--- src/rtl/uart_pkg.sv ---
// Shared UART definitions: FSM state encoding (common with the RX FSM) and line levels.
// Latency: n/a (types and constants only).
// Backpressure: n/a.
package uart_pkg;

    // Gray-coded so adjacent states differ in one bit; the RX FSM uses the same encoding
    typedef enum logic [2:0] {
        IDLE   = 3'b000,
        START  = 3'b001,
        DATA   = 3'b011,
        PARITY = 3'b010,
        STOP   = 3'b110
    } state_t;

    localparam logic PAR_EVEN  = 1'b0;
    localparam logic PAR_ODD   = 1'b1;

    localparam logic START_BIT = 1'b0;
    localparam logic STOP_BIT  = 1'b1;

endpackage

--- src/rtl/uart_tx_serializer.sv ---
// Data-bit shifter: holds the frame payload and counts the data bits already presented.
// Latency: ser_data shows bit 0 the cycle after load; each shift_en exposes the next bit.
// Backpressure: none; the FSM alone decides when to load and shift.
module uart_tx_serializer #(
    parameter int DATA_WIDTH = 8
) (
    input  logic                  CLK,
    input  logic                  RST,
    input  logic                  load,
    input  logic                  shift_en,
    input  logic [DATA_WIDTH-1:0] P_DATA,
    output logic                  ser_data,
    output logic                  ser_done
);

    localparam logic [3:0] LAST_BIT = 4'(DATA_WIDTH - 1);

    logic [DATA_WIDTH-1:0] shift_q;
    logic [3:0]            bit_cnt;

    // Load a fresh byte on acceptance, otherwise shift right once per data cycle
    always_ff @(posedge CLK) begin
        if (RST) begin
            shift_q <= '0;
            bit_cnt <= '0;
        end else if (load) begin
            shift_q <= P_DATA;
            bit_cnt <= '0;
        end else if (shift_en) begin
            shift_q <= {1'b0, shift_q[DATA_WIDTH-1:1]};
            bit_cnt <= bit_cnt + 4'd1;
        end
    end

    assign ser_data = shift_q[0];
    assign ser_done = (bit_cnt == LAST_BIT);

endmodule

--- src/rtl/uart_tx.sv ---
// UART transmitter: start bit, LSB-first data, optional parity, one stop bit; one bit per CLK.
// Latency: start bit appears on TX_OUT one edge after the accepting edge; frame is DATA_WIDTH+2(+1) cycles.
// Backpressure: none; DATA_VALID is only honoured in IDLE or STOP, elsewhere it is silently dropped.
module uart_tx
    import uart_pkg::*;
#(
    parameter int DATA_WIDTH = 8
) (
    input  logic                  CLK,
    input  logic                  RST,
    input  logic [DATA_WIDTH-1:0] P_DATA,
    input  logic                  DATA_VALID,
    input  logic                  PAR_EN,
    input  logic                  PAR_TYP,
    output logic                  TX_OUT,
    output logic                  busy
);

    state_t state;
    logic   par_en_q;
    logic   par_bit;
    logic   ser_data;
    logic   ser_done;
    logic   accept;
    logic   shift_en;

    // STOP is an accept point so frames can run back to back without an idle gap
    assign accept   = DATA_VALID && ((state == IDLE) || (state == STOP));
    assign shift_en = (state == DATA);

    uart_tx_serializer #(
        .DATA_WIDTH (DATA_WIDTH)
    ) u_serializer (
        .CLK      (CLK),
        .RST      (RST),
        .load     (accept),
        .shift_en (shift_en),
        .P_DATA   (P_DATA),
        .ser_data (ser_data),
        .ser_done (ser_done)
    );

    // Frame FSM; TX_OUT/busy are registered from the current state, so they trail it by one edge
    always_ff @(posedge CLK) begin
        if (RST) begin
            state    <= IDLE;
            TX_OUT   <= STOP_BIT;
            busy     <= 1'b0;
            par_en_q <= 1'b0;
            par_bit  <= 1'b0;
        end else begin
            // Parity options are frozen with the byte so mid-frame input changes cannot leak in
            if (accept) begin
                par_en_q <= PAR_EN;
                par_bit  <= (^P_DATA) ^ (PAR_TYP == PAR_ODD);
            end
            case (state)
                IDLE: begin
                    TX_OUT <= STOP_BIT;
                    busy   <= 1'b0;
                    if (DATA_VALID) state <= START;
                end
                START: begin
                    TX_OUT <= START_BIT;
                    busy   <= 1'b1;
                    state  <= DATA;
                end
                DATA: begin
                    TX_OUT <= ser_data;
                    busy   <= 1'b1;
                    if (ser_done) state <= par_en_q ? PARITY : STOP;
                end
                PARITY: begin
                    TX_OUT <= par_bit;
                    busy   <= 1'b1;
                    state  <= STOP;
                end
                STOP: begin
                    TX_OUT <= STOP_BIT;
                    busy   <= 1'b1;
                    state  <= DATA_VALID ? START : IDLE;
                end
                default: begin
                    // Unreachable encodings fall back to an idle line
                    TX_OUT <= STOP_BIT;
                    busy   <= 1'b0;
                    state  <= IDLE;
                end
            endcase
        end
    end

endmodule

--- config.mk ---
export PLATFORM = sky130hd
export DESIGN_NAME = uart_tx
export DESIGN_NICKNAME = d
export VERILOG_FILES = /design/src/rtl/uart_pkg.sv /design/src/rtl/uart_tx_serializer.sv /design/src/rtl/uart_tx.sv
export SDC_FILE = /design/constraint.sdc
export NUM_CORES = 1
export LEC_CHECK = 0
export CAP_MARGIN = 40
export CORE_ASPECT_RATIO = 1.25
export CORE_UTILIZATION = 45
export DETAILED_ROUTE_END_ITERATION = 8
export GPL_ROUTABILITY_DRIVEN = 0
export PLACE_DENSITY = 0.7
export SKIP_CTS_REPAIR_TIMING = 1
export SYNTH_ARGS = -nofsm -noshare
export SYNTH_HDL_FRONTEND = slang
export SYNTH_SLANG_ARGS = --single-unit
--- constraint.sdc ---
create_clock -name CLK -period 1.3 [get_ports CLK]
set_input_delay 0.26 -clock CLK [delete_from_list [all_inputs] [get_ports CLK]]
set_output_delay 0.26 -clock CLK [all_outputs]
set_load 0.03 [all_outputs]
==> Word-level counts from Yosys, hierarchy flattened <==
Index checks and enable logic that the tools add are counted.
{ "classes": {"addsub": 1, "multipliers": 0, "n_div": 0, "n_lt_le_gt_ge": 0, "n_eq_ne": 7, "shift": 0, "mux": 9, "bitwise": 1, "n_reduce_logical": 8} }
{ "ops": {"columns": ["op", "count"], "rows": [
  ["two-way mux 8 bit", 2],
  ["case mux 3 bit (5 select lines)", 1],
  ["two-way mux 3 bit", 3],
  ["parity 8 bit", 1],
  ["== test 3 x 2 -> 1 bit, second input constant", 2],
  ["adder 4 x 1 -> 4 bit, second input constant", 1],
  ["== test 4 x 3 -> 1 bit, second input constant", 1],
  ["!= test 2 bit, second input constant", 2],
  ["OR reduction 4 bit", 1],
  ["== test 3 x 1 -> 1 bit, second input constant", 1],
  ["== test 3 bit, second input constant", 1],
  ["zero test 3 bit", 1],
  ["case mux 1 bit (3 select lines)", 1],
  ["two-way mux 1 bit", 2],
  ["AND reduction 2 bit", 1],
  ["nonzero test 2 bit", 1],
  ["OR reduction 2 bit", 1],
  ["logical AND 1 bit", 1],
  ["logical OR 1 bit", 1],
  ["XOR 1 bit", 1]
]} }
{ "totals": {"register_bits": 19, "latch_bits": 0, "ram_bits": 0, "mem_bits_ro": 0, "in_bits": 13, "memories": 0} }

==> Longest topological paths before layout <==
Gate-level depths: netlist of the first run.
{ "logic_depth": {"ltp_word": 4, "mapped_depth": 6, "depth_no_buf": 4} }

==> Modules after synthesis <==
From an unflattened synthesis of the first run, not the netlist that was laid out.
{ "hier_totals": {"cells_unflattened": 94, "area_unflattened_um2": 919.6} }
{ "by_module_without_submodules": {"columns": ["mod", "instances", "cells_each", "area_per_inst_um2"], "rows": [
  ["uart_tx_serializer", 1, 54, 555.5],
  ["uart_tx", 1, 40, 364.1]
]} }

==> Worst setup path after synthesis of the first run <==
No wires, ideal clock.
{ "synth_path": {"path_type": "register -> register", "start": "register state[1]", "end": "register u_serializer.shift_q[1]", "setup_time_ns": 0.132, "t_arrival_ns": 1.107, "required_time_ns": 1.168, "slack_ns": 0.061, "path_stages_with_launch": 7, "path_buffers": 2, "synth_period_minus_slack_ns": 1.239, "path_cell_list": "dfxtp_1 -> buf_2 -> xor2_1 -> nor2_1 -> buf_2 -> a22oi_1 -> a21oi_1"} }
{ "synth_via": {"elab_chain_len": 4, "word_cells_on_any_way": 7} }
{ "synth_rtl": {"columns": ["item", "line_no", "text"], "rows": [
  ["start: declaration", "uart_tx.sv:19", "state_t state;"],
  ["start signal: assignment", "uart_tx.sv:71", "if (ser_done) state <= par_en_q ? PARITY : STOP;"],
  ["start signal: assignment", "uart_tx.sv:81", "state <= DATA_VALID ? START : IDLE;"],
  ["== test 3 bit / zero test 3 bit (equally long branches)", "uart_tx.sv:28", "assign accept = DATA_VALID && ((state == IDLE) || (state == STOP));"],
  ["logical OR 1 bit", "uart_tx.sv:28", null],
  ["logical AND 1 bit", "uart_tx.sv:28", null],
  ["two-way mux 8 bit / nonzero test 2 bit (equally long branches)", null, null],
  ["end signal: assignment", "uart_tx_serializer.sv:30", "shift_q <= {1'b0, shift_q[DATA_WIDTH-1:1]};"],
  ["end: declaration", "uart_tx_serializer.sv:18", "logic [DATA_WIDTH-1:0] shift_q;"]
]} }
Parallel ways exist; a longest one is shown, timed or not.
A chain may end at the register's enable or synchronous reset.

==> Worst setup path in the final report of the first run <==
{ "layout_path": {"start": "register state[2]", "end": "register u_serializer.shift_q[1]"} }
The elaborated chain is that of the path after synthesis.

==> results of run 1 <==
metrics by stage:
step,utilization,setup WS [ns],TNS [ns],hold slack (ns)
2_1_floorplan,-,0.06100,0,0.3960
3_3_place_gp,0.6211,-0.3007,-1.963,0.4505
3_5_place_dp,0.6211,-0.2975,-2.019,0.4580
4_1_cts,0.6354,-0.2318,-0.4861,0.4729
5_1_grt,0.6881,-0.01629,-0.01762,0.3506
6_report,0.6881,0.02494,0,0.3065
synthesized netlist by cell type, drive strengths merged:
cell type | instances | area (um2)
nor2 | 5 | 18.77
o32a | 1 | 10.01
nor3 | 4 | 20.02
o21a | 1 | 7.510
xnor3 | 2 | 45.04
buf | 6 | 37.53
o21ai | 2 | 10.01
o211ai | 1 | 7.510
and4 | 1 | 8.760
mux2i | 1 | 10.01
inv | 1 | 3.750
nor4 | 1 | 6.260
xor2 | 4 | 35.03
nand2b | 3 | 26.27
a311oi | 2 | 17.52
or2 | 1 | 8.760
dfxtp | 19 | 380.4
nand3b | 1 | 11.26
nand4 | 1 | 6.260
a22oi | 5 | 37.54
a21oi | 9 | 45.04
nand3 | 8 | 40.04
clkbuf | 1 | 3.750
and3b | 1 | 8.760
xnor2 | 3 | 26.28
nand2 | 15 | 56.30
ha | 1 | 12.51
how the worst max path moves through the flow:
stage                              endpoint  cells after the start  slack, ns      start
floorplan           u_serializer.shift_q[1]                      6       0.06   state[1]
global placement                    par_bit                      5      -0.30  P_DATA[2]
detailed placement                  par_bit                      5      -0.30  P_DATA[2]
CTS                                    busy                      1      -0.23       busy
global route        u_serializer.shift_q[1]                      5      -0.02   state[2]
finish              u_serializer.shift_q[1]                      5       0.02   state[2]
worst register-to-register path, stage by stage (launching register included):
cell and delay [ns]:
dfxtp_4 0.38, and3b_2 0.23, buf_4 0.15, buf_4 0.15, a22oi_1 0.18, a21oi_1 0.09
layout make-up:
type                            instances  share of cell area
Timing Repair Buffer                   32              0.2406
Clock buffer                            4             0.02087
Multi-Input combinational cell         73              0.4105
Sequential cell                        19              0.3062
Inverter                                1            0.002982
Tap cell                               19             0.01889
sequential cells by signal, summed over array words and instances (netlist names):
signal	count
u_serializer.shift_q	8
u_serializer.bit_cnt	4
state	3
par_bit	1
busy	1
par_en_q	1
TX_OUT	1
cell families after synthesis:
| group | after synthesis |
|---|---|
| mux | 1 |
| flops | 19 |
| simple gates | 41 |
| buf+inv | 8 |
| xor+xnor | 9 |
| fa+ha+maj | 1 |
| compound gates | 21 |
cell usage in the layout (no fill, tap or decap), types with 2 or more instances in the layout:
master,instances
clkbuf_4,3
clkdlybuf4s50_1,8
nand2b_1,2
xnor3_1,2
a22oi_1,3
a22oi_2,2
nand2_1,15
o21ai_0,2
a21oi_1,9
xor2_1,3
dfxtp_1,17
nand3_1,8
xnor2_1,2
nor2_1,5
a311oi_1,2
dlymetal6s2s_1,6
nor3_1,4
buf_4,17
power groups by stage:
stage,registers [mW],clock network (mW),logic [mW]
finish,0.670,0.290,0.403
global route,0.676,0.322,0.438
CTS,0.666,0.296,0.356
detailed placement,0.679,0,0.354
global placement,0.676,0,0.350
floorplan,0.684,0,0.211
routing by layer:
metal | vias up | routed length (um) | part of all wire | global-route usage
li1 | 409 | - | - | -
met1 | 384 | 870 | 0.45 | 0.2091
met2 | 25 | 977 | 0.50 | 0.3464
met3 | 2 | 74 | 0.038 | 0.04167
met4 | 0 | 26 | 0.013 | 0.06250
met5 | - | 0 | 0 | 0
==> results.cfg, run 1 <==
[global_routing]
gr-total-overflow = 0
grt_first_pass_wirelength_mm = 3.063
grt_pass1_vias = 724
grt.total_usage = 0.1864
grt_max_degree = 13
antenna_found_initial = 0

[worst_setup_path]
arrival_ns = 1.46
cp_cell_sequence = and3b_2, buf_4, buf_4, a22oi_1, a21oi_1
end_kind = register
required_ns = 1.48
startpoint_type = register
crit_family = flip-flops
r2r-end = u_serializer.shift_q[1]
reg2reg_from = state[2]
critPathKind = register to register
rrSetupSlack_ns = 0.02
crit_slowest_cell = dfxtp_4
r2r_cells = 5
cp_max_fo = 4
cpPeakStageDelay_ns = 0.38
cp.buffers_inverters = 2
crit_top_cell = buf_4

[sta]
tightest_slew_ns = 0.3181
max-slew-margin-rel = 0.7876
period_needed_ns = 1.275
slew_violations = 0
grt_setup_unrepaired = true
hold_viol = 0
clock_skew_ns = 0.001997
fin_crit_sh = 0.9808
setup_viol = 0
max_freq_mhz = 784.3

[cts]
cts_root_buf = clkbuf_4
ctsHtreeMaxLevel = 1
clk_latency_ns = 0.28
cts.reportedPaths.clkPinSlew_ns = 0.10
cts.path.max_buffers = 2
cts_buffers = 3
cts.sinks = 19
cts_tree = built

[final_layout]
seq_area_um2 = 385.4
final_cells = 148
final_area_um2 = 1259
diodes = 0
multiInputGateArea_um2 = 516.7
drive_gt1_frac = 0.2481
n_fill_cell = 154
syn_to_final_growth_pct = 39.72
nNetsFinal = 144

[detailed_routing]
via_per_inst = 5.541
avgRoutedWirePerCell_um = 13.17
num_vias = 820
drtAntennaViolNets = 0
wirelength_mm = 1.949
drc_errors = 0
first_iter_violations = 24
drt-pass1-iter-count = 4

[logic_synthesis]
synth_top_family_by_area = simple AND/OR/NAND/NOR gates
synth_mux_area_frac = 0.01111
synth_simple_gate_area_share = 0.2347
synthAdderAreaFrac = 0.01389
ys_warn_count = 0
synth-compound-area-share = 0.1500
synth_cells = 100
synth_area_um2 = 900.9
ys_seq_area_frac = 0.4222
syn_nets = 114
synth_cell_types = 31
synth_xor_area_frac = 0.1181
ys_seq_elements = 19
avgSynthCellArea_um2 = 9.009

[power_and_ir_drop]
irDropWorstVdd_uv = 758.1
p_total_mw = 1.364
p_int_uw = 975.5
seqPwrFrac = 0.492
pwr-share-clk = 0.213
power_density_nw_per_um2 = 1084
switching_share = 0.2847
p_leak_nw = 0.5782
power.share.combinational = 0.296
p_switching_uw = 388.3

[floorplanning]
die_w_um = 42.02
die_area_um2 = 2186
start_util = 0.4925
fp.coreArea_um2 = 1829
num_io_pins = 15
fp.dieH_um = 52.03
rows = 17

[min_path]
hold_path_end = u_serializer.shift_q[4]
hold_depth = 3
hp-class = input port to register
worstHoldStart = P_DATA[4]

[placed_design]
place_area_um2 = 1136
hpwlAfterDp_mm = 1.348
port_buffers = 14
dpl.cell_count = 141

[flow_run]
maxCapViolCount = 0

[run_status]
status = finished, final reports clean
No activity file was read; power rests on OpenSTA's default activity.
==> inputs of run 2 (changes only) <==
--- a/config.mk
+++ b/config.mk
@@ -12,6 +12,8 @@
 export GPL_ROUTABILITY_DRIVEN = 0
 export PLACE_DENSITY = 0.7
 export SKIP_CTS_REPAIR_TIMING = 1
+export SLEW_MARGIN = 25
 export SYNTH_ARGS = -nofsm -noshare
 export SYNTH_HDL_FRONTEND = slang
 export SYNTH_SLANG_ARGS = --single-unit
+export TNS_END_PERCENT = 50
==> results of run 2 <==
The final DEF is identical to that of run 1; final timing and power are the same.
==> inputs of run 3 (changes only) <==
--- a/config.mk
+++ b/config.mk
@@ -5,7 +5,6 @@
 export SDC_FILE = /design/constraint.sdc
 export NUM_CORES = 1
 export LEC_CHECK = 0
-export CAP_MARGIN = 40
 export CORE_ASPECT_RATIO = 1.25
 export CORE_UTILIZATION = 45
 export DETAILED_ROUTE_END_ITERATION = 8
==> results of run 3 <==
The final DEF is identical to that of run 1; final timing and power are the same.
